==> src/rtl/alu_pkg.sv <==
// Shared definitions for the ALU arbiter: control codes, FSM states and the
// code-valid check used by both the arbiter and the ALU decoder.
package alu_pkg;

  localparam logic [3:0] CTRL_AND  = 4'b0000;
  localparam logic [3:0] CTRL_OR   = 4'b0001;
  localparam logic [3:0] CTRL_ADD  = 4'b0010;
  localparam logic [3:0] CTRL_SUB  = 4'b0110;
  localparam logic [3:0] CTRL_SOLT = 4'b0111;
  localparam logic [3:0] CTRL_NOR  = 4'b1100;

  typedef enum logic [1:0] {
    ST_IDLE = 2'd0,
    ST_EXEC = 2'd1,
    ST_RESP = 2'd2
  } state_e;

  // 1 when the code is one the ALU implements
  function automatic logic ctrl_ok(input logic [3:0] c);
    case (c)
      CTRL_AND, CTRL_OR, CTRL_ADD, CTRL_SUB, CTRL_SOLT, CTRL_NOR: ctrl_ok = 1'b1;
      default:                                                     ctrl_ok = 1'b0;
    endcase
  endfunction

endpackage

==> src/rtl/alu.sv <==
// Combinational core ALU. Unsupported codes yield zero.
module alu
  import alu_pkg::*;
#(
  parameter int DATA_W = 32
) (
  input  logic [3:0]        ctrl_i,
  input  logic [DATA_W-1:0] a_i,
  input  logic [DATA_W-1:0] b_i,
  output logic [DATA_W-1:0] y_o
);

  // Operation decode; ADD/SUB wrap, SOLT is an unsigned compare
  always_comb begin
    y_o = '0;
    if (ctrl_ok(ctrl_i)) begin
      case (ctrl_i)
        CTRL_AND:  y_o = a_i & b_i;
        CTRL_OR:   y_o = a_i | b_i;
        CTRL_ADD:  y_o = a_i + b_i;
        CTRL_SUB:  y_o = a_i - b_i;
        CTRL_SOLT: y_o = {{(DATA_W-1){1'b0}}, (a_i < b_i)};
        CTRL_NOR:  y_o = ~(a_i | b_i);
        default:   y_o = '0;
      endcase
    end
  end

endmodule

==> src/rtl/alu_arbiter.sv <==
// Two-port arbiter sharing one ALU. Operands are registered on accept, the
// ALU runs in EXEC, and result/zf/err are registered into RESP until the
// granted port consumes them.
module alu_arbiter
  import alu_pkg::*;
#(
  parameter int PRIORITY_MODE = 0,
  parameter int DATA_W        = 32
) (
  input  logic              i_clk,
  input  logic              i_rst_n,
  input  logic              i_req0_valid,
  input  logic              i_req1_valid,
  output logic              o_req0_ready,
  output logic              o_req1_ready,
  input  logic [DATA_W-1:0] i_req0_op1,
  input  logic [DATA_W-1:0] i_req0_op2,
  input  logic [DATA_W-1:0] i_req1_op1,
  input  logic [DATA_W-1:0] i_req1_op2,
  input  logic [3:0]        i_req0_ctrl,
  input  logic [3:0]        i_req1_ctrl,
  output logic              o_rsp0_valid,
  output logic              o_rsp1_valid,
  input  logic              i_rsp0_ready,
  input  logic              i_rsp1_ready,
  output logic [DATA_W-1:0] o_rsp_result,
  output logic              o_rsp_zf,
  output logic              o_rsp_err
);

  state_e            state_q;
  logic              gid_q;      // port being served
  logic              ptr_q;      // port favoured on the next round-robin tie
  logic [DATA_W-1:0] op1_q, op2_q;
  logic [3:0]        ctrl_q;
  logic [DATA_W-1:0] res_q;
  logic              zf_q, err_q;
  logic              rsp0_v_q, rsp1_v_q;

  logic              gnt, accept, code_ok, rsp_fire;
  logic [3:0]        alu_ctrl;
  logic [DATA_W-1:0] alu_a, alu_b, alu_y;

  // Grant selection and request readies; ready is gated by reset so both
  // readies read 0 while reset is held even if a requester is valid.
  always_comb begin
    gnt = i_req1_valid;
    if (i_req0_valid && i_req1_valid)
      gnt = (PRIORITY_MODE == 1) ? 1'b0 : ptr_q;
    o_req0_ready = i_rst_n && (state_q == ST_IDLE) && i_req0_valid && !gnt;
    o_req1_ready = i_rst_n && (state_q == ST_IDLE) && i_req1_valid &&  gnt;
    accept       = o_req0_ready || o_req1_ready;
  end

  // Unsupported codes never reach the ALU: it sees AND on zero operands
  always_comb begin
    code_ok  = ctrl_ok(ctrl_q);
    alu_ctrl = code_ok ? ctrl_q : CTRL_AND;
    alu_a    = code_ok ? op1_q  : '0;
    alu_b    = code_ok ? op2_q  : '0;
    rsp_fire = gid_q ? i_rsp1_ready : i_rsp0_ready;
  end

  alu #(.DATA_W(DATA_W)) u_alu (
    .ctrl_i (alu_ctrl),
    .a_i    (alu_a),
    .b_i    (alu_b),
    .y_o    (alu_y)
  );

  // Control FSM: accept -> execute -> hold response until consumed
  always_ff @(posedge i_clk or negedge i_rst_n) begin
    if (!i_rst_n) begin
      state_q  <= ST_IDLE;
      gid_q    <= 1'b0;
      ptr_q    <= 1'b0;
      op1_q    <= '0;
      op2_q    <= '0;
      ctrl_q   <= CTRL_AND;
      res_q    <= '0;
      zf_q     <= 1'b0;
      err_q    <= 1'b0;
      rsp0_v_q <= 1'b0;
      rsp1_v_q <= 1'b0;
    end else begin
      case (state_q)
        ST_IDLE: begin
          if (accept) begin
            op1_q   <= gnt ? i_req1_op1  : i_req0_op1;
            op2_q   <= gnt ? i_req1_op2  : i_req0_op2;
            ctrl_q  <= gnt ? i_req1_ctrl : i_req0_ctrl;
            gid_q   <= gnt;
            state_q <= ST_EXEC;
          end
        end
        ST_EXEC: begin
          res_q   <= alu_y;
          zf_q    <= (alu_y == '0);
          err_q   <= !code_ok;
          if (gid_q) rsp1_v_q <= 1'b1;
          else       rsp0_v_q <= 1'b1;
          state_q <= ST_RESP;
        end
        ST_RESP: begin
          if (rsp_fire) begin
            rsp0_v_q <= 1'b0;
            rsp1_v_q <= 1'b0;
            ptr_q    <= ~gid_q;   // the other port wins the next tie
            state_q  <= ST_IDLE;
          end
        end
        default: state_q <= ST_IDLE;
      endcase
    end
  end

  assign o_rsp0_valid = rsp0_v_q;
  assign o_rsp1_valid = rsp1_v_q;
  assign o_rsp_result = res_q;
  assign o_rsp_zf     = zf_q;
  assign o_rsp_err    = err_q;

endmodule

==> config.mk <==
export PLATFORM = sky130hd
export DESIGN_NAME = alu_arbiter
export DESIGN_NICKNAME = d
export VERILOG_FILES = /design/src/rtl/alu_pkg.sv /design/src/rtl/alu.sv /design/src/rtl/alu_arbiter.sv
export SDC_FILE = /design/constraint.sdc
export NUM_CORES = 1
export LEC_CHECK = 0
export CORE_MARGIN = 2
export CORE_UTILIZATION = 40
export CTS_CLUSTER_SIZE = 20
export DETAILED_ROUTE_END_ITERATION = 6
export SLEW_MARGIN = 20
export SYNTH_ARGS = -nofsm -noshare
export SYNTH_HDL_FRONTEND = slang
export SYNTH_HIERARCHICAL = 1
export SYNTH_SLANG_ARGS = --single-unit
==> constraint.sdc <==
create_clock -name i_clk -period 11.45 [get_ports i_clk]
set_input_delay 3.435 -clock i_clk [delete_from_list [all_inputs] [get_ports i_clk]]
set_output_delay 3.435 -clock i_clk [all_outputs]
set_load 0.1 [all_outputs]
==> results of run 1 <==
## layout by cell type, fill, tap and decap left out, types with 15 or more instances in the layout
cell and instances:
buf_4 16, ha_1 106, and2_1 69, dfrtp_1 107
nor3_1 22, nand2_1 49, o21bai_1 18, nor2_1 82
a31oi_1 76, o21ai_0 126, mux2_2 32, a221oi_1 28
nor4_1 15, inv_1 97, o211ai_1 88, clkdlybuf4s50_1 177
a21oi_1 135
## metal layers
| metal | GRT usage | vias up | share of wire | routed length, um |
|---|---|---|---|---|
| li1 | - | 5188 | - | - |
| met1 | 0.390 | 5189 | 0.49 | 17700 |
| met2 | 0.370 | 491 | 0.43 | 15600 |
| met3 | 0.0416 | 12 | 0.083 | 3020 |
| met4 | 0.0371 | 0 | 0.0053 | 195 |
| met5 | 0 | - | 0 | 0 |
## worst min-delay path by stage
stage	from	end
floorplan	op2_q[0]$_DFFE_PN0P_	op2_q[0]$_DFFE_PN0P_
CTS	o_rsp_zf$_DFFE_PN0P_	o_rsp_zf$_DFFE_PN0P_
global placement	o_rsp_zf$_DFFE_PN0P_	o_rsp_zf$_DFFE_PN0P_
finish	o_rsp_zf$_DFFE_PN0P_	o_rsp_zf$_DFFE_PN0P_
global route	o_rsp_result[0]$_DFFE_PN0P_	o_rsp_result[0]$_DFFE_PN0P_
detailed placement	o_rsp_zf$_DFFE_PN0P_	o_rsp_zf$_DFFE_PN0P_
## state kept, by name (all words and copies together) (netlist names)
name,count
ptr_q,1
o_rsp_zf,1
state_q,2
o_rsp1_valid,1
o_rsp_err,1
o_rsp_result,32
op1_q,32
ctrl_q,4
op2_q,32
o_rsp0_valid,1
gid_q,1
## worst register-to-register path: stages, from the launching register on
cell and delay (ns):
dfrtp_1 0.46, and3b_1 0.22, o32ai_4 0.24, buf_4 0.46
and2_1 0.28, ha_1 0.21, inv_1 0.08, fa_1 0.42
nor2b_1 0.17, o2111ai_1 0.17, a32oi_2 0.45, a31o_1 0.28
a41oi_1 0.13, o21ai_1 0.47, a211oi_1 0.21, a221o_1 0.32
a21o_1 0.21, nor4_1 0.22, nand4_1 0.19, o31ai_1 0.26
## cells by family (layout without fill, tap and decap cells)
group	after synthesis	count (layout)	synth area share
adder cells (fa/ha/maj)	108	108	0.127
flip-flops	108	108	0.252
buffers and inverters	214	308	0.0807
AO/OA/AOI/OAI	592	592	0.362
multiplexers	34	34	0.0354
AND/OR/NAND/NOR	297	297	0.141
XOR/XNOR	2	2	0.00163
## layout make-up
class,count,area share
Tap cell,335,0.0325
Timing Repair Buffer,194,0.147
Sequential cell,108,0.209
Multi-Input combinational cell,1033,0.557
Clock inverter,7,0.00833
Inverter,98,0.0287
Clock buffer,9,0.0174
## per-stage QoR
step	hold WS, ns	setup slack (ns)	utilization
after detailed placement	0.473	2.20	0.480
final	0.487	2.27	0.493
after floorplan	0.507	2.73	-
after global placement	0.464	2.24	0.480
after CTS	0.493	2.19	0.493
after global routing	0.528	2.11	0.493
==> results.toml, run 1 <==
[outcome]
status = "finished clean"

[final_layout]
drive_gt1_frac = 0.0663
area_growth_pct = 20.4
design_area_sq_um = 12900
fin_cells = 1784
fin_nets = 1694
seqCellArea_sq_um = 2700
n_fill_cell = 2584
multiInputGateArea_sq_um = 7190
num_antenna_cells = 0

[synth]
ys.flop_type = "dfrtp_1"
ys_top_cells_by_area = "dfrtp_1 25%, ha_1 12%, a21oi_1 6.3%"
yosysUniqueCellTypes = 78
synth_common_cells = "135 x a21oi_1, 126 x o21ai_0, 108 x dfrtp_1"
synth-edff-count = 0
ys_seq_area_frac = 0.252
syn-num-nets = 1605
synth-async-reset-ratio = 1.00
yosysMostFrequentCell = "a21oi_1"
ys_seq_elements = 108
syn_area_per_cell_sq_um = 7.92
synth_area_sq_um = 10700
synth_top_area_frac = 0.252
yosys.area.top_type = "dfrtp_1"
synth_cells = 1355
yosys_warnings = 6

[timing]
timing.fmax_mhz = 109
skew_ns = 0.0120
relSlewSlack = 0.329
rsz0062_at_grt = "false"
finalSetupViolations = 0
finalCriticalPeriod_ns = 9.18
finalHoldViolations = 0
maxSlewViolCount = 0
period_share = 0.802
worst_pin_slew_ns = 1.01
finalSetupTns_ns = 0

[die]
dieArea_sq_um = 28200
fp.coreArea_sq_um = 26200
ios = 180
initial_core_util = 0.410
die_w_um = 168
die_h_um = 168
rows = 59

[cts]
cts_hold_buffers = 0
cts_made_buffers = 9
cts_tree = "yes"
cts_buffer_depth = 2
ctsRootBufferMaster = "clkbuf_16"
cts_resized = 0
clock_sinks = 108
clk-insertion-delay-late_ns = 0.37
cts_setup_buffers = 0
clk_pin_slew_ns = 0.09
htreeDepth = 3

[routing]
firstDrtPassIters = 5
routedWlPerCell_um = 20.5
drtIter0Drc = 979
wl_um = 36500
num_vias = 10880
drtAntennaViolNets = 0
drc_errors = 0
via_per_inst = 6.10

[critical_path]
critical_path.top_delay_family = "buffers and inverters"
r2r-start = "ctrl_q[0]$_DFFE_PN0P_"
worstPathRequired_ns = 8.02
crit_start = "i_rst_n"
critical_path.endpoint = "o_req0_ready"
cpMaxStageDelayCell = "clkdlybuf4s50_1"
crit_fanout = 50
worst-path-stages = 5
worst-r2r-setup-slack_ns = 5.89
path_buf_inv = 2
worstSetupStartpointType = "input pin"
cpPeakStageDelay_ns = 1.16
timing.rr.end = "o_rsp_zf$_DFFE_PN0P_"
path_cells = "buf_4 > nor3b_2 > nand2_1 > nor2_1 > clkdlybuf4s50_1"
reg2regPathDepth = 19
endpoint_kind = "primary output"
crit_arrival_ns = 5.75
critPathKind = "in2out"

[placed_design]
dp_cells = 1768
port_buffers = 179
place_hpwl_um = 25800
gp_congestion = 0.890
place_area_sq_um = 12600

[global_routing]
gr-usage-all-layers = 0.251
grt_max_degree = 72
grt_pass1_wl_um = 56700
antenna_found_initial = 0
grt-ovfl-total = 0
grt_pass1_vias = 9997

[hold_path]
holdPathStages = 2
hold_path.class = "reg2reg"

[flow_run]
drv_cap = 0
Power of run 1 is left out: the tool's default activity adds up to more than one toggle a clock period on the data nets, which glitch-free logic cannot reach.
==> inputs of run 2 (changes only) <==
==> constraint.sdc (replaced) <==
create_clock -name i_clk -period 9.4 [get_ports i_clk]
set_input_delay 2.82 -clock i_clk [delete_from_list [all_inputs] [get_ports i_clk]]
set_output_delay 2.82 -clock i_clk [all_outputs]
set_load 0.1 [all_outputs]
==> results.toml, run 2 (synthesis gave the netlist of run 1 again) <==
[routing]
routedWlPerCell_um = 20.4
firstDrtPassIters = 5
drtIter0Drc = 942
num_vias = 10857
drc_errors = 0
drtAntennaViolNets = 0
via_per_inst = 6.08
wl_um = 36400

[final_layout]
multiInputGateArea_sq_um = 7190
n_fill_cell = 2541
area_growth_pct = 20.4
most-common-layout-cells = "175 x clkdlybuf4s50_1, 135 x a21oi_1, 126 x o21ai_0"
fin_nets = 1696
drive_gt1_frac = 0.0682
layout_commonest_cell = "clkdlybuf4s50_1"
seqCellArea_sq_um = 2700
num_antenna_cells = 0

[cts]
clock_sinks = 108
cts_tree = "yes"
cts_setup_buffers = 0
clk_pin_slew_ns = 0.07
cts_made_buffers = 9
cts_resized = 0
cts_hold_buffers = 0
cts_buffer_depth = 2
clk-insertion-delay-late_ns = 0.37
htreeDepth = 3
ctsRootBufferMaster = "clkbuf_16"

[critical_path]
r2r-start = "ctrl_q[0]$_DFFE_PN0P_"
worstSetupStartpointType = "input pin"
crit_fanout = 34
reg2regPathDepth = 18
endpoint_kind = "primary output"
critPathKind = "in2out"
worstPathRequired_ns = 6.58
crit_start = "i_rst_n"
crit_arrival_ns = 4.12

[hold_path]
holdPathStages = 2
hold_path.class = "reg2reg"
hold_start = "o_rsp_zf$_DFFE_PN0P_"

[die]
initial_core_util = 0.410
dieArea_sq_um = 28200
die_h_um = 168
ios = 180
rows = 59
die_w_um = 168
fp.coreArea_sq_um = 26200

[timing]
worst_pin_slew_ns = 1.18
finalSetupViolations = 0
maxSlewViolCount = 0
skew_ns = 0.0205
finalHoldViolations = 0
period_share = 0.739
rsz0062_at_grt = "false"
finalCriticalPeriod_ns = 6.94
relSlewSlack = 0.205
timing.fmax_mhz = 144
finalSetupTns_ns = 0

[flow_run]
drv_cap = 0

[global_routing]
gr-usage-all-layers = 0.255
grt_max_degree = 72
grt_pass1_wl_um = 57800
grt_pass1_vias = 10292
antenna_found_initial = 1
grt-ovfl-total = 0

[outcome]
status = "finished clean"

[placed_design]
gp_congestion = 0.872
port_buffers = 179
place_hpwl_um = 25700
run 2: path summary, 6_finish.rpt:
check                                                     to  slack [ns]
max in group asynchronous                  ptr_q$_DFFE_PN0P_        6.01
worst min register to register          o_rsp_zf$_DFFE_PN0P_        0.48
min in group asynchronous       o_rsp_result[29]$_DFFE_PN0P_        2.41
worst max register to register          o_rsp_zf$_DFFE_PN0P_        3.74
worst max-delay path                            o_req0_ready        2.46
worst min-delay path                    o_rsp_zf$_DFFE_PN0P_        0.48
run 2: area by class of cell:
cell class,instances,share of cell area
Multi-Input combinational cell,1033,0.556
Sequential cell,108,0.209
Timing Repair Buffer,196,0.148
Tap cell,335,0.0325
Inverter,98,0.0285
Clock buffer,9,0.0174
Clock inverter,7,0.00833
run 2: routing by layer:
| layer | vias to the layer above | part of all wire | global-route usage |
|---|---|---|---|
| met5 | - | 0 | 0 |
| met4 | 0 | 0.016 | 0.0609 |
| met3 | 43 | 0.080 | 0.0364 |
| met2 | 501 | 0.41 | 0.359 |
| met1 | 5114 | 0.49 | 0.404 |
| li1 | 5199 | - | - |
run 2: per-stage QoR:
step	utilization	std cells	instance area (sq um)	setup slack, ns	hold slack (ns)
2_1_floorplan	-	1355	10700	1.91	0.507
3_3_place_gp	0.480	1770	12600	2.41	0.468
3_5_place_dp	0.480	1770	12600	2.41	0.475
4_1_cts	0.493	1786	12900	2.41	0.493
5_1_grt	0.493	1786	12900	2.27	0.502
6_report	0.493	1786	12900	2.46	0.484
run 2: critical path, stage by stage:
cell and delay, ns:
buf_4 0.41, nor3b_2 0.33, nand2_1 0.10, nor2_1 0.12
buf_4 0.30
Power of run 2 is left out for the same reason.
